`src/rtl/button_events.sv`:
```
// Purpose: debounce raw active-low push-buttons into press/release/long/repeat strobes.
// Latency: a steady raw change shows on pressed and its strobe DEBOUNCE_CYCLES+2 edges after first sampled.
// Backpressure: none; strobes are single-cycle and must be consumed when asserted.
module button_events #(
    parameter int N_BTN           = 2,
    parameter int DEBOUNCE_CYCLES = 270000,
    parameter int LONG_CYCLES     = 13500000,
    parameter int REPEAT_CYCLES   = 2700000
) (
    input  logic             clk,
    input  logic             rst_n,
    input  logic [N_BTN-1:0] btn,
    output logic [N_BTN-1:0] pressed,
    output logic [N_BTN-1:0] press_pulse,
    output logic [N_BTN-1:0] release_pulse,
    output logic [N_BTN-1:0] long_pulse,
    output logic [N_BTN-1:0] repeat_pulse
);

    // Counter widths: the debounce counter never exceeds DEBOUNCE_CYCLES-1 and the
    // hold counter is shared between the long-press and repeat intervals.
    localparam int HOLD_MAX = (LONG_CYCLES > REPEAT_CYCLES) ? LONG_CYCLES : REPEAT_CYCLES;
    localparam int DB_W     = $clog2(DEBOUNCE_CYCLES + 1);
    localparam int HOLD_W   = $clog2(HOLD_MAX + 1);

    localparam logic [DB_W-1:0]   DB_LAST     = DB_W'(DEBOUNCE_CYCLES - 1);
    localparam logic [HOLD_W-1:0] LONG_LAST   = HOLD_W'(LONG_CYCLES - 1);
    localparam logic [HOLD_W-1:0] REPEAT_LAST = HOLD_W'(REPEAT_CYCLES - 1);

    typedef enum logic [1:0] {
        ST_IDLE   = 2'd0,
        ST_HOLD   = 2'd1,
        ST_REPEAT = 2'd2
    } state_t;

    genvar g;
    generate
        for (g = 0; g < N_BTN; g++) begin : g_chan

            // Synchroniser: raw polarity kept (1 = released) so reset means released.
            logic sync1_q;
            logic sync2_q;

            // Debouncer state: accepted level is active-high (1 = pressed).
            logic            level_q;
            logic            level_d;
            logic [DB_W-1:0] db_cnt_q;
            logic [DB_W-1:0] db_cnt_d;
            logic            raw_pressed;
            logic            acc_press;
            logic            acc_release;

            // Event FSM state and registered strobes.
            state_t              state_q;
            state_t              state_d;
            logic [HOLD_W-1:0]   hold_cnt_q;
            logic [HOLD_W-1:0]   hold_cnt_d;
            logic                press_q;
            logic                press_d;
            logic                release_q;
            logic                release_d;
            logic                long_q;
            logic                long_d;
            logic                repeat_q;
            logic                repeat_d;

            // Two-flop synchroniser for the asynchronous button input.
            always_ff @(posedge clk or negedge rst_n) begin
                if (!rst_n) begin
                    sync1_q <= 1'b1;
                    sync2_q <= 1'b1;
                end else begin
                    sync1_q <= btn[g];
                    sync2_q <= sync1_q;
                end
            end

            assign raw_pressed = ~sync2_q;

            // Debounce: count consecutive disagreeing samples, accept on the last one.
            always_comb begin
                level_d     = level_q;
                db_cnt_d    = '0;
                acc_press   = 1'b0;
                acc_release = 1'b0;
                if (raw_pressed != level_q) begin
                    if (db_cnt_q == DB_LAST) begin
                        level_d     = ~level_q;
                        db_cnt_d    = '0;
                        acc_press   = ~level_q;
                        acc_release = level_q;
                    end else begin
                        db_cnt_d = db_cnt_q + 1'b1;
                    end
                end
            end

            // Debounce registers.
            always_ff @(posedge clk or negedge rst_n) begin
                if (!rst_n) begin
                    level_q  <= 1'b0;
                    db_cnt_q <= '0;
                end else begin
                    level_q  <= level_d;
                    db_cnt_q <= db_cnt_d;
                end
            end

            // Event FSM: release always wins over a long or repeat due the same cycle.
            always_comb begin
                state_d    = state_q;
                hold_cnt_d = hold_cnt_q;
                press_d    = 1'b0;
                release_d  = 1'b0;
                long_d     = 1'b0;
                repeat_d   = 1'b0;
                case (state_q)
                    ST_IDLE: begin
                        if (acc_press) begin
                            press_d    = 1'b1;
                            hold_cnt_d = '0;
                            state_d    = ST_HOLD;
                        end
                    end
                    ST_HOLD: begin
                        if (acc_release) begin
                            release_d  = 1'b1;
                            hold_cnt_d = '0;
                            state_d    = ST_IDLE;
                        end else if (hold_cnt_q == LONG_LAST) begin
                            long_d     = 1'b1;
                            hold_cnt_d = '0;
                            state_d    = ST_REPEAT;
                        end else begin
                            hold_cnt_d = hold_cnt_q + 1'b1;
                        end
                    end
                    ST_REPEAT: begin
                        if (acc_release) begin
                            release_d  = 1'b1;
                            hold_cnt_d = '0;
                            state_d    = ST_IDLE;
                        end else if (hold_cnt_q == REPEAT_LAST) begin
                            repeat_d   = 1'b1;
                            hold_cnt_d = '0;
                        end else begin
                            hold_cnt_d = hold_cnt_q + 1'b1;
                        end
                    end
                    default: begin
                        hold_cnt_d = '0;
                        state_d    = ST_IDLE;
                    end
                endcase
            end

            // FSM state, hold counter and strobe registers.
            always_ff @(posedge clk or negedge rst_n) begin
                if (!rst_n) begin
                    state_q    <= ST_IDLE;
                    hold_cnt_q <= '0;
                    press_q    <= 1'b0;
                    release_q  <= 1'b0;
                    long_q     <= 1'b0;
                    repeat_q   <= 1'b0;
                end else begin
                    state_q    <= state_d;
                    hold_cnt_q <= hold_cnt_d;
                    press_q    <= press_d;
                    release_q  <= release_d;
                    long_q     <= long_d;
                    repeat_q   <= repeat_d;
                end
            end

            assign pressed[g]       = level_q;
            assign press_pulse[g]   = press_q;
            assign release_pulse[g] = release_q;
            assign long_pulse[g]    = long_q;
            assign repeat_pulse[g]  = repeat_q;
        end
    endgenerate

endmodule

```
`config.mk`:
```
export PLATFORM = sky130hd
export DESIGN_NAME = button_events
export DESIGN_NICKNAME = d
export VERILOG_FILES = /design/src/rtl/button_events.sv
export SDC_FILE = /design/constraint.sdc
export NUM_CORES = 1
export LEC_CHECK = 0
export ABC_AREA = 1
export CAP_MARGIN = 20
export CORE_MARGIN = 2
export CORE_UTILIZATION = 31
export DETAILED_ROUTE_END_ITERATION = 10
export PLACE_DENSITY = 0.52
export SLEW_MARGIN = 40
export SYNTH_ARGS = -nofsm -noshare
export SYNTH_HDL_FRONTEND = slang
export SYNTH_SLANG_ARGS = --single-unit
```
`constraint.sdc`:
```
create_clock -name clk -period 4.83 [get_ports clk]
set_input_delay 0.966 -clock clk [delete_from_list [all_inputs] [get_ports clk]]
set_output_delay 0.966 -clock clk [all_outputs]
set_load 0.02 [all_outputs]
```
==> results.ini, run 1 <==
[cts]
ctsResizeCount = 0
cts-buffers-inserted = 9
numClockSinks = 104
h-tree-depth = 3
worstSkewPairLatency_ns = 0.36
cts_buffer_depth = 2
ctsHoldBuffers = 0
cts_root_buffer = clkbuf_16
clk_pin_slew_ns = 0.07
post_cts_buffers = 0
cts_tree = built

[setup_path]
r2r_cells = 8
r2r_start = g_chan[0].db_cnt_q[0]$_DFF_PN0_
cp.arrival_ns = 2.79
endpoint_kind = register
critPathRequiredTime_ns = 5.05
cp-start-kind = register
r2r_slack_ns = 2.26
cp-startpoint = g_chan[0].db_cnt_q[0]$_DFF_PN0_
path_class = register to register
r2r-end = g_chan[0].hold_cnt_q[14]$_DFFE_PN0P_
crit_fanout = 32

[power_and_ir_drop]
power.density_nw_per_um2 = 240.9
p_total_mw = 1.615
peakVddDrop_uv = 137.8
p_leak_nw = 2.900

[placement]
dpl.hpwl_mm = 9.767
place_inst = 1097
io_buffer_count = 13
place.gp.congestion = 0.8879
postPlaceCellArea_sq_um = 6431

[timing]
clock_skew_ns = 0.006460
worst_pin_slew_ns = 0.6728
maxSlewHeadroom = 0.5514
fmax_mhz = 388.5
setup_tns_ns = 0
min_period_over_period = 0.5329
hold_viol_final = 0
rsz0062_at_grt = false
finalCriticalPeriod_ns = 2.574
slew_violations = 0
setup_violations = 0

[route]
ant_nets = 0
dr.pass1.iters = 4
routed_wl_mm = 13.34
drc = 0
drtIter0Drc = 335
wl_per_cell_microns = 11.99
vias = 5050
viasPerCell = 4.537

[floorplanning]
rows = 51
coreArea_sq_um = 19460
dieArea_sq_um = 20930
die_w_microns = 144.7
io_pins = 14
initial_core_util = 0.3151
die_h_microns = 144.7

[logic_synthesis]
synth_cell_types = 39
synth_warnings = 0
synth_top_family_by_area = simple AND/OR/NAND/NOR gates
muxShareOfSynthArea = 0.001632
synthArstFlopShare = 1.000
syn_inst = 840
synth-simple-area-share = 0.3599
synth_compound_area_frac = 0.06406
synth_flop_cell = dfrtp_1
synth_nets = 854
synth_xor_area_frac = 0.03284
syn_avg_cell_area_sq_um = 7.302
synth_area_sq_um = 6133
ys_ff_latch = 104
ys_seq_area_frac = 0.4251
synth_edf_count = 0
synth_fa_ha_area_frac = 0.02040

[worst_hold_path]
min_to = g_chan[0].sync2_q$_DFF_PN1_
worstHoldStart = g_chan[0].sync1_q$_DFF_PN1_
hold_path_depth = 0
hp-class = register to register

[global_route]
antenna_found_initial = 0
grt_pass1_vias = 4815
grt_max_degree = 65
grt_pass1_wl_mm = 23.26
overflow = 0
grt_usage = 0.1399

[run_status]
outcome = finished clean

[cells_and_area]
fin_nets = 857
layoutNonFillerInstCount = 1113
areaGrowthSynthToFinish_pct = 9.323
design_area_sq_um = 6705
layout-drive-gt1-share = 0.06368
antenna_cells = 0

[run]
maxCapViolations = 0

cell usage in the layout, fill, tap and decap left out, types with 4 or more instances in the layout:
cell             count
a21oi_1             29
buf_4                4
o21ai_0             15
nor3_1              28
ha_1                10
a21oi_2             10
nor2_1             137
nand2_1            217
nor3b_1              5
nand3_1             76
inv_1              102
dfrtp_1            100
clkbuf_16            9
nand4_1             20
inv_2                5
dfstp_2              4
xor2_1              20
clkdlybuf4s50_1     12
nand2_2              4
final cells by class:
| cell class | count | area [sq um] |
|---|---|---|
| tap | 265 | 331.6 |
| sequential | 104 | 2608 |
| inverter | 108 | 405.4 |
| multi-input combinational | 604 | 2937 |
| timing repair buffer | 16 | 150.1 |
| clock inverter | 4 | 27.53 |
| clock buffer | 12 | 246.5 |
| fill | 2031 | 12760 |
how the worst max path moves through the flow:
| stage | end | slack [ns] |
|---|---|---|
| floorplan | g_chan[0].hold_cnt_q[11]$_DFFE_PN0P_ | 3.06 |
| global placement | g_chan[0].hold_cnt_q[16]$_DFFE_PN0P_ | 2.33 |
| detailed placement | g_chan[0].hold_cnt_q[10]$_DFFE_PN0P_ | 2.21 |
| CTS | g_chan[0].hold_cnt_q[14]$_DFFE_PN0P_ | 2.21 |
| global route | g_chan[0].hold_cnt_q[9]$_DFFE_PN0P_ | 1.92 |
| finish | g_chan[0].hold_cnt_q[14]$_DFFE_PN0P_ | 2.26 |
routing by layer:
metal	vias to the layer above	track usage	part of all wire
li1	2662	-	-
met1	2325	0.1944	0.51
met2	52	0.2222	0.44
met3	11	0.02567	0.027
met4	0	0.04292	0.014
met5	-	0	0
worst max-delay path, stage by stage (launching register included):
cell and delay [ns]:
dfrtp_1 0.37, ha_1 0.24, nand2_1 0.10, nor2_2 0.27, nand4_1 0.19, nand2_2 0.48
inv_2 0.20, a21oi_4 0.49, nor2_1 0.09
where the power goes:
| group | internal [mW] | switching [mW] | leakage [nW] | total, mW |
|---|---|---|---|---|
| clock | 0.366 | 0.329 | 0.137 | 0.696 |
| combinational | 0.00865 | 0.0288 | 1.33 | 0.0375 |
| sequential | 0.877 | 0.00428 | 1.43 | 0.882 |
| total | 1.25 | 0.363 | 2.90 | 1.62 |
flip-flops by register name (all words and copies together), names as in the netlist:
signal / count
g_chan.sync1_q: 2
g_chan.state_q: 4
g_chan.repeat_q: 2
g_chan.sync2_q: 2
g_chan.long_q: 2
g_chan.db_cnt_q: 38
g_chan.hold_cnt_q: 48
g_chan.level_q: 2
g_chan.press_q: 2
g_chan.release_q: 2
cell usage after synthesis (all sizes together) (10+ instances only):
cell type / number / area (sq um)
nand3: 80 / 427.9
nor2: 143 / 566.8
nor3: 28 / 140.1
dfrtp: 100 / 2502
xor2: 20 / 175.2
nand2: 222 / 850.8
inv: 107 / 401.6
buf: 22 / 176.4
ha: 10 / 125.1
o21ai: 16 / 80.07
a21oi: 40 / 249.0
nand4: 21 / 146.4
stage by stage:
stage            util  setup slack [ns]  hold WS [ns]
2_1_floorplan       -             3.062        0.3452
3_3_place_gp   0.3304             2.327        0.3461
6_report       0.3445             2.256        0.3577
4_1_cts        0.3445             2.210        0.3595
3_5_place_dp   0.3304             2.210        0.3482
5_1_grt        0.3445             1.920        0.3657
cell families (layout without fill, tap and decap cells):
logic type      after synthesis  count (layout)
flops                       104             104
xor+xnor                     23              23
fa+ha+maj                    10              10
simple gates                505             505
buf+inv                     132             140
compound gates               65              65
mux                           1               1
Power figures use the tool's default switching activity.
==> inputs of run 2 (changes only) <==
==> constraint.sdc (replaced) <==
create_clock -name clk -period 2.66 [get_ports clk]
set_input_delay 0.532 -clock clk [delete_from_list [all_inputs] [get_ports clk]]
set_output_delay 0.532 -clock clk [all_outputs]
set_load 0.02 [all_outputs]
==> results.ini, run 2 (same netlist as run 1, synthesis figures left out) <==
[global_route]
grt_usage = 0.1410  ; +0.001177
antenna_found_initial = 0  ; unchanged
grt_max_degree = 48  ; -26%
grt_pass1_wl_mm = 23.56  ; +1.3%
overflow = 0  ; unchanged
grt_pass1_vias = 4812  ; -0.062%

[run_status]
outcome = finished clean

[setup_path]
cp-start-kind = register
endpoint_kind = register
critPathRequiredTime_ns = 2.87  ; -2.18 ns
crit_path_frequent_cell = nand2_1
crit_buf_inv = 1  ; unchanged
crit_slowest_cell = nand2_2
path_class = register to register
crit_fanout = 20  ; -38%
slowest_delay_ns = 0.44  ; -0.05 ns
crit_family = simple AND/OR/NAND/NOR gates
path_cells = ha_1 > nand2_1 > nor2_2 > inv_2 > nor2_4 > nand3_2 > nand3_1 > nand2_1 > nand2_2 > a21oi_1
cp.arrival_ns = 2.47  ; -0.32 ns

[floorplanning]
io_pins = 14  ; unchanged
die_h_microns = 144.7  ; unchanged
initial_core_util = 0.3151  ; unchanged
dieArea_sq_um = 20930  ; unchanged
rows = 51  ; unchanged
die_w_microns = 144.7  ; unchanged
coreArea_sq_um = 19460  ; unchanged

[cts]
cts_root_buffer = clkbuf_16
h-tree-depth = 3  ; unchanged
ctsResizeCount = 0  ; unchanged
worstSkewPairLatency_ns = 0.35  ; about the same
cts-buffers-inserted = 9  ; unchanged
cts_tree = built
post_cts_buffers = 0  ; unchanged
cts_buffer_depth = 2  ; unchanged
numClockSinks = 104  ; unchanged
clk_pin_slew_ns = 0.07  ; about the same
ctsHoldBuffers = 0  ; unchanged

[timing]
setup_tns_ns = 0  ; unchanged
min_period_over_period = 0.8486  ; +0.3157
setup_violations = 0  ; unchanged
finalCriticalPeriod_ns = 2.257  ; -0.3168 ns
clock_skew_ns = 0.007322  ; +0.0008620 ns
hold_viol_final = 0  ; unchanged
worst_pin_slew_ns = 0.5476  ; -0.1253 ns
slew_violations = 0  ; unchanged
fmax_mhz = 443.0  ; +14%
setup_slack_ns = 0.4028  ; -1.853 ns
rsz0062_at_grt = false
maxSlewHeadroom = 0.6341  ; +0.08270

[route]
drtIter0Drc = 405  ; +21%
dr.pass1.iters = 4  ; unchanged
routed_wl_mm = 13.65  ; +2.3%
vias = 5143  ; +1.8%
drc = 0  ; unchanged
viasPerCell = 4.592  ; +1.2%
wl_per_cell_microns = 12.19  ; +1.7%
ant_nets = 0  ; unchanged

[cells_and_area]
fin_util = 0.3495  ; +0.005015
final_common_cell = nand2_1
top_register = g_chan.hold_cnt_q
fin_nets = 864  ; +0.82%
seqCellArea_sq_um = 2608  ; unchanged
layoutNonFillerInstCount = 1120  ; +0.63%
top_regs = g_chan.hold_cnt_q x48, g_chan.db_cnt_q x38, g_chan.state_q x4
areaGrowthSynthToFinish_pct = 10.91
layout_common_cells = nand2_1, nor2_1, inv_1, dfrtp_1, nand3_1
antenna_cells = 0  ; unchanged
largest_register_ffs = 48  ; unchanged
fillers = 2075  ; +2.2%
layout-drive-gt1-share = 0.07018  ; +0.006496
multi_input_area_sq_um = 2937  ; unchanged

[run]
maxCapViolations = 0  ; unchanged

[power_and_ir_drop]
p_leak_nw = 2.951  ; +1.7%
power.density_nw_per_um2 = 446.9  ; +86%
peakVddDrop_uv = 256.2  ; +86%

[placement]
place_worst_setup_slack_ns = 0.3942  ; -1.815 ns
io_buffer_count = 13  ; unchanged
dpl.hpwl_mm = 10.00  ; +2.4%
place_inst = 1104  ; +0.64%
place.gp.congestion = 0.8319  ; -6.3%

[worst_hold_path]
hp-class = input pin to asynchronous set/reset pin

==> run 2: worst paths after layout <==
check	cells after the start	end	slack (ns)	start
setup / recovery	10	g_chan[1].hold_cnt_q[10]$_DFFE_PN0P_	0.40	g_chan[1].db_cnt_q[0]$_DFF_PN0_
hold reg to reg	0	g_chan[1].sync2_q$_DFF_PN1_	0.36	g_chan[1].sync1_q$_DFF_PN1_
hold / removal	1	g_chan[0].db_cnt_q[15]$_DFF_PN0_	0.03	rst_n
setup reg to reg	10	g_chan[1].hold_cnt_q[10]$_DFFE_PN0P_	0.40	g_chan[1].db_cnt_q[0]$_DFF_PN0_
min in group clk	0	g_chan[1].sync2_q$_DFF_PN1_	0.36	g_chan[1].sync1_q$_DFF_PN1_
max in group asynchronous	2	g_chan[1].hold_cnt_q[12]$_DFFE_PN0P_	1.96	rst_n
==> run 2: stage by stage <==
step	total power, mW	hold slack [ns]	area [sq um]
global route	3.169	0.02842	6803
finish	3.040	0.02956	6803
global placement	1.709	0.3479	6509
detailed placement	1.710	0.3484	6509
floorplan	1.653	0.2364	6133
CTS	3.101	0.01956	6803
==> run 2: final cells by class <==
cell class                      count  area share
Sequential cell                   104      0.3833
Inverter                          108     0.05959
Tap cell                          265     0.04874
Timing Repair Buffer               23     0.03347
Clock inverter                      3    0.006437
Clock buffer                       13     0.03679
Multi-Input combinational cell    604      0.4317
==> run 2: metal layers <==
layer  vias to the layer above  GRT usage  share of wire
met1                      2399     0.1972           0.50
li1                       2674          -              -
met3                        13    0.02501          0.027
met2                        57     0.2232           0.46
met4                         0    0.04343          0.015
met5                         -          0              0
==> run 2: power by group <==
group | switching [mW] | total, mW | internal [mW]
Clock | 0.607 | 1.37 | 0.758
Combinational | 0.0545 | 0.0743 | 0.0198
Sequential | 0.00756 | 1.60 | 1.59
Total | 0.669 | 3.04 | 2.37
==> inputs of run 3 (changes only) <==
--- a/config.mk
+++ b/config.mk
@@ -10,7 +10,7 @@
 export CORE_MARGIN = 2
 export CORE_UTILIZATION = 31
 export DETAILED_ROUTE_END_ITERATION = 10
-export PLACE_DENSITY = 0.52
+export PLACE_DENSITY = 0.53
 export SLEW_MARGIN = 40
 export SYNTH_ARGS = -nofsm -noshare
 export SYNTH_HDL_FRONTEND = slang
==> constraint.sdc (replaced) <==
create_clock -name clk -period 2 [get_ports clk]
set_input_delay 0.4 -clock clk [delete_from_list [all_inputs] [get_ports clk]]
set_output_delay 0.4 -clock clk [all_outputs]
set_load 0.02 [all_outputs]
==> results.ini, run 3 (same netlist as run 1, synthesis figures left out) <==
[cts]
cts_root_buffer = clkbuf_16
cts-buffers-inserted = 9  ; unchanged
clk_pin_slew_ns = 0.08  ; about the same
cts_buffer_depth = 2  ; unchanged
worstSkewPairLatency_ns = 0.36  ; about the same
h-tree-depth = 3  ; unchanged
cts_tree = built
numClockSinks = 104  ; unchanged

[timing]
hold_viol_final = 0  ; unchanged
clock_skew_ns = 0.01057  ; +0.003251 ns
setup_violations = 0  ; unchanged
min_period_over_period = 0.9374  ; +0.08886
finalCriticalPeriod_ns = 1.875  ; -0.3823 ns
hold_ws_ns = 0.3577  ; +0.3282 ns
maxSlewHeadroom = 0.6948  ; +0.06069
setup_tns_ns = 0  ; unchanged
slew_violations = 0  ; unchanged
fmax_mhz = 533.4  ; +20%
rsz0062_at_grt = true
worst_pin_slew_ns = 0.4536  ; -0.09400 ns

[floorplanning]
initial_core_util = 0.3151  ; unchanged
dieArea_sq_um = 20930  ; unchanged
coreArea_sq_um = 19460  ; unchanged
die_w_microns = 144.7  ; unchanged
rows = 51  ; unchanged
io_pins = 14  ; unchanged
die_h_microns = 144.7  ; unchanged

[cells_and_area]
top_regs = g_chan.hold_cnt_q x48, g_chan.db_cnt_q x38, g_chan.state_q x4
antenna_cells = 0  ; unchanged
top_register = g_chan.hold_cnt_q
design_area_sq_um = 7038  ; +3.5%
fillers = 2010  ; -3.1%
layout_common_cells = nand2_1, nor2_1, inv_1, dfrtp_1, nand3_1
final_common_cell = nand2_1
largest_register_ffs = 48  ; unchanged
fin_nets = 881  ; +2.0%
areaGrowthSynthToFinish_pct = 14.75
layout-drive-gt1-share = 0.1021  ; +0.03189
layoutNonFillerInstCount = 1137  ; +1.5%

[setup_path]
path_cells = ha_2 > nand2_1 > nor2_2 > inv_1 > nor2_1 > nand3_1 > nand3_2 > nand2_2 > nand2_4 > clkbuf_16 > a21oi_1
crit_slowest_cell = dfrtp_1
critPathRequiredTime_ns = 2.25  ; -0.62 ns
crit_family = simple AND/OR/NAND/NOR gates
path_class = register to register
endpoint_kind = register
slowest_delay_ns = 0.42  ; -0.02 ns
crit_fanout = 10  ; -50%
crit_buf_inv = 2  ; +1
cp-start-kind = register
cp.arrival_ns = 2.12  ; -0.35 ns

[global_route]
grt_max_degree = 56  ; +17%
grt_pass1_vias = 4907  ; +2.0%
overflow = 0  ; unchanged
grt_usage = 0.1376  ; -0.003428
antenna_found_initial = 0  ; unchanged
grt_pass1_wl_mm = 23.08  ; -2.0%

[worst_hold_path]
hp-class = register to register

[placement]
io_buffer_count = 13  ; unchanged
place_inst = 1118  ; +1.3%
postPlaceCellArea_sq_um = 6664  ; +2.4%
place.gp.congestion = 0.8390  ; +0.85%
dpl.hpwl_mm = 9.808  ; -1.9%

[route]
wl_met2_mm = 6.070  ; -2.7%
wl_per_cell_microns = 11.89  ; -2.5%
drtIter0Drc = 352  ; -13%
drc = 0  ; unchanged
routed_wl_mm = 13.52  ; -1.0%
routed.top_layer = met4
viasPerCell = 4.546  ; -1.0%
dr.pass1.iters = 5  ; +1
ant_nets = 0  ; unchanged
vias = 5169  ; +0.51%
met3WireLength_microns = 377  ; +0.53%
met1_length_mm = 6.818  ; -0.29%

[power_and_ir_drop]
peakVddDrop_uv = 264.3  ; +3.1%
p_leak_nw = 3.057  ; +3.6%
p_total_mw = 3.925  ; +29%
power.density_nw_per_um2 = 557.7  ; +25%

[run_status]
outcome = finished clean

[run]
maxCapViolations = 0  ; unchanged

## run 3: final timing paths
| path | start | end | slack [ns] | cells past startpoint |
|---|---|---|---|---|
| worst max-delay path | g_chan[1].hold_cnt_q[0]$_DFFE_PN0P_ | g_chan[1].hold_cnt_q[3]$_DFFE_PN0P_ | 0.13 | 11 |
| worst min-delay path | g_chan[1].sync1_q$_DFF_PN1_ | g_chan[1].sync2_q$_DFF_PN1_ | 0.36 | 0 |
| worst max register to register | g_chan[1].hold_cnt_q[0]$_DFFE_PN0P_ | g_chan[1].hold_cnt_q[3]$_DFFE_PN0P_ | 0.13 | 11 |
| worst min register to register | g_chan[1].sync1_q$_DFF_PN1_ | g_chan[1].sync2_q$_DFF_PN1_ | 0.36 | 0 |
| max in group asynchronous | rst_n | g_chan[0].hold_cnt_q[3]$_DFFE_PN0P_ | 0.82 | 3 |
| min in group asynchronous | rst_n | g_chan[1].hold_cnt_q[5]$_DFFE_PN0P_ | 0.49 | 2 |
## run 3: power breakdown
group	total (mW)	switching [mW]	internal [mW]
sequential	2.13	0.00940	2.12
combinational	0.0995	0.0713	0.0281
clock	1.70	0.847	0.851
## run 3: timing repair
| action | CTS | global route |
|---|---|---|
| resized for setup | 0 | 15 |
| endpoints found under the setup margin | 0 | 46 |
| endpoints found under the hold margin | 23 | 0 |
| buffers inserted | 0 | 1 |
| hold buffers | 1 | 0 |
## run 3: worst reg2reg max path, stage by stage, from the launching register on
cell       delay (ns)
dfrtp_1          0.42
ha_2             0.22
nand2_1          0.09
nor2_2           0.11
inv_1            0.05
nor2_1           0.13
nand3_1          0.15
nand3_2          0.14
nand2_2          0.10
nand2_4          0.11
clkbuf_16        0.18
a21oi_1          0.07
## run 3: cell type report
| type | count | area (sq um) | area share |
|---|---|---|---|
| Sequential cell | 104 | 2608 | 0.3705 |
| Timing Repair Buffer | 40 | 429.2 | 0.06098 |
| Clock inverter | 6 | 45.04 | 0.006400 |
| Tap cell | 265 | 331.6 | 0.04711 |
| Inverter | 108 | 405.4 | 0.05760 |
| Clock buffer | 10 | 229.0 | 0.03253 |
| Multi-Input combinational cell | 604 | 2990 | 0.4249 |
## run 3: stage by stage
stage | utilization | setup slack, ns
3_3_place_gp | 0.3424 | 0.08427
2_1_floorplan | - | 0.2318
3_5_place_dp | 0.3424 | 0.07069
6_report | 0.3616 | 0.1251
4_1_cts | 0.3570 | 0.05180
5_1_grt | 0.3616 | -0.01439
## run 3: per-layer routing
| layer | vias to the layer above | global-route usage |
|---|---|---|
| met1 | 2366 | 0.1910 |
| met5 | - | 0 |
| met3 | 17 | 0.01876 |
| met4 | 0 | 0.05519 |
| met2 | 68 | 0.2173 |
| li1 | 2718 | - |
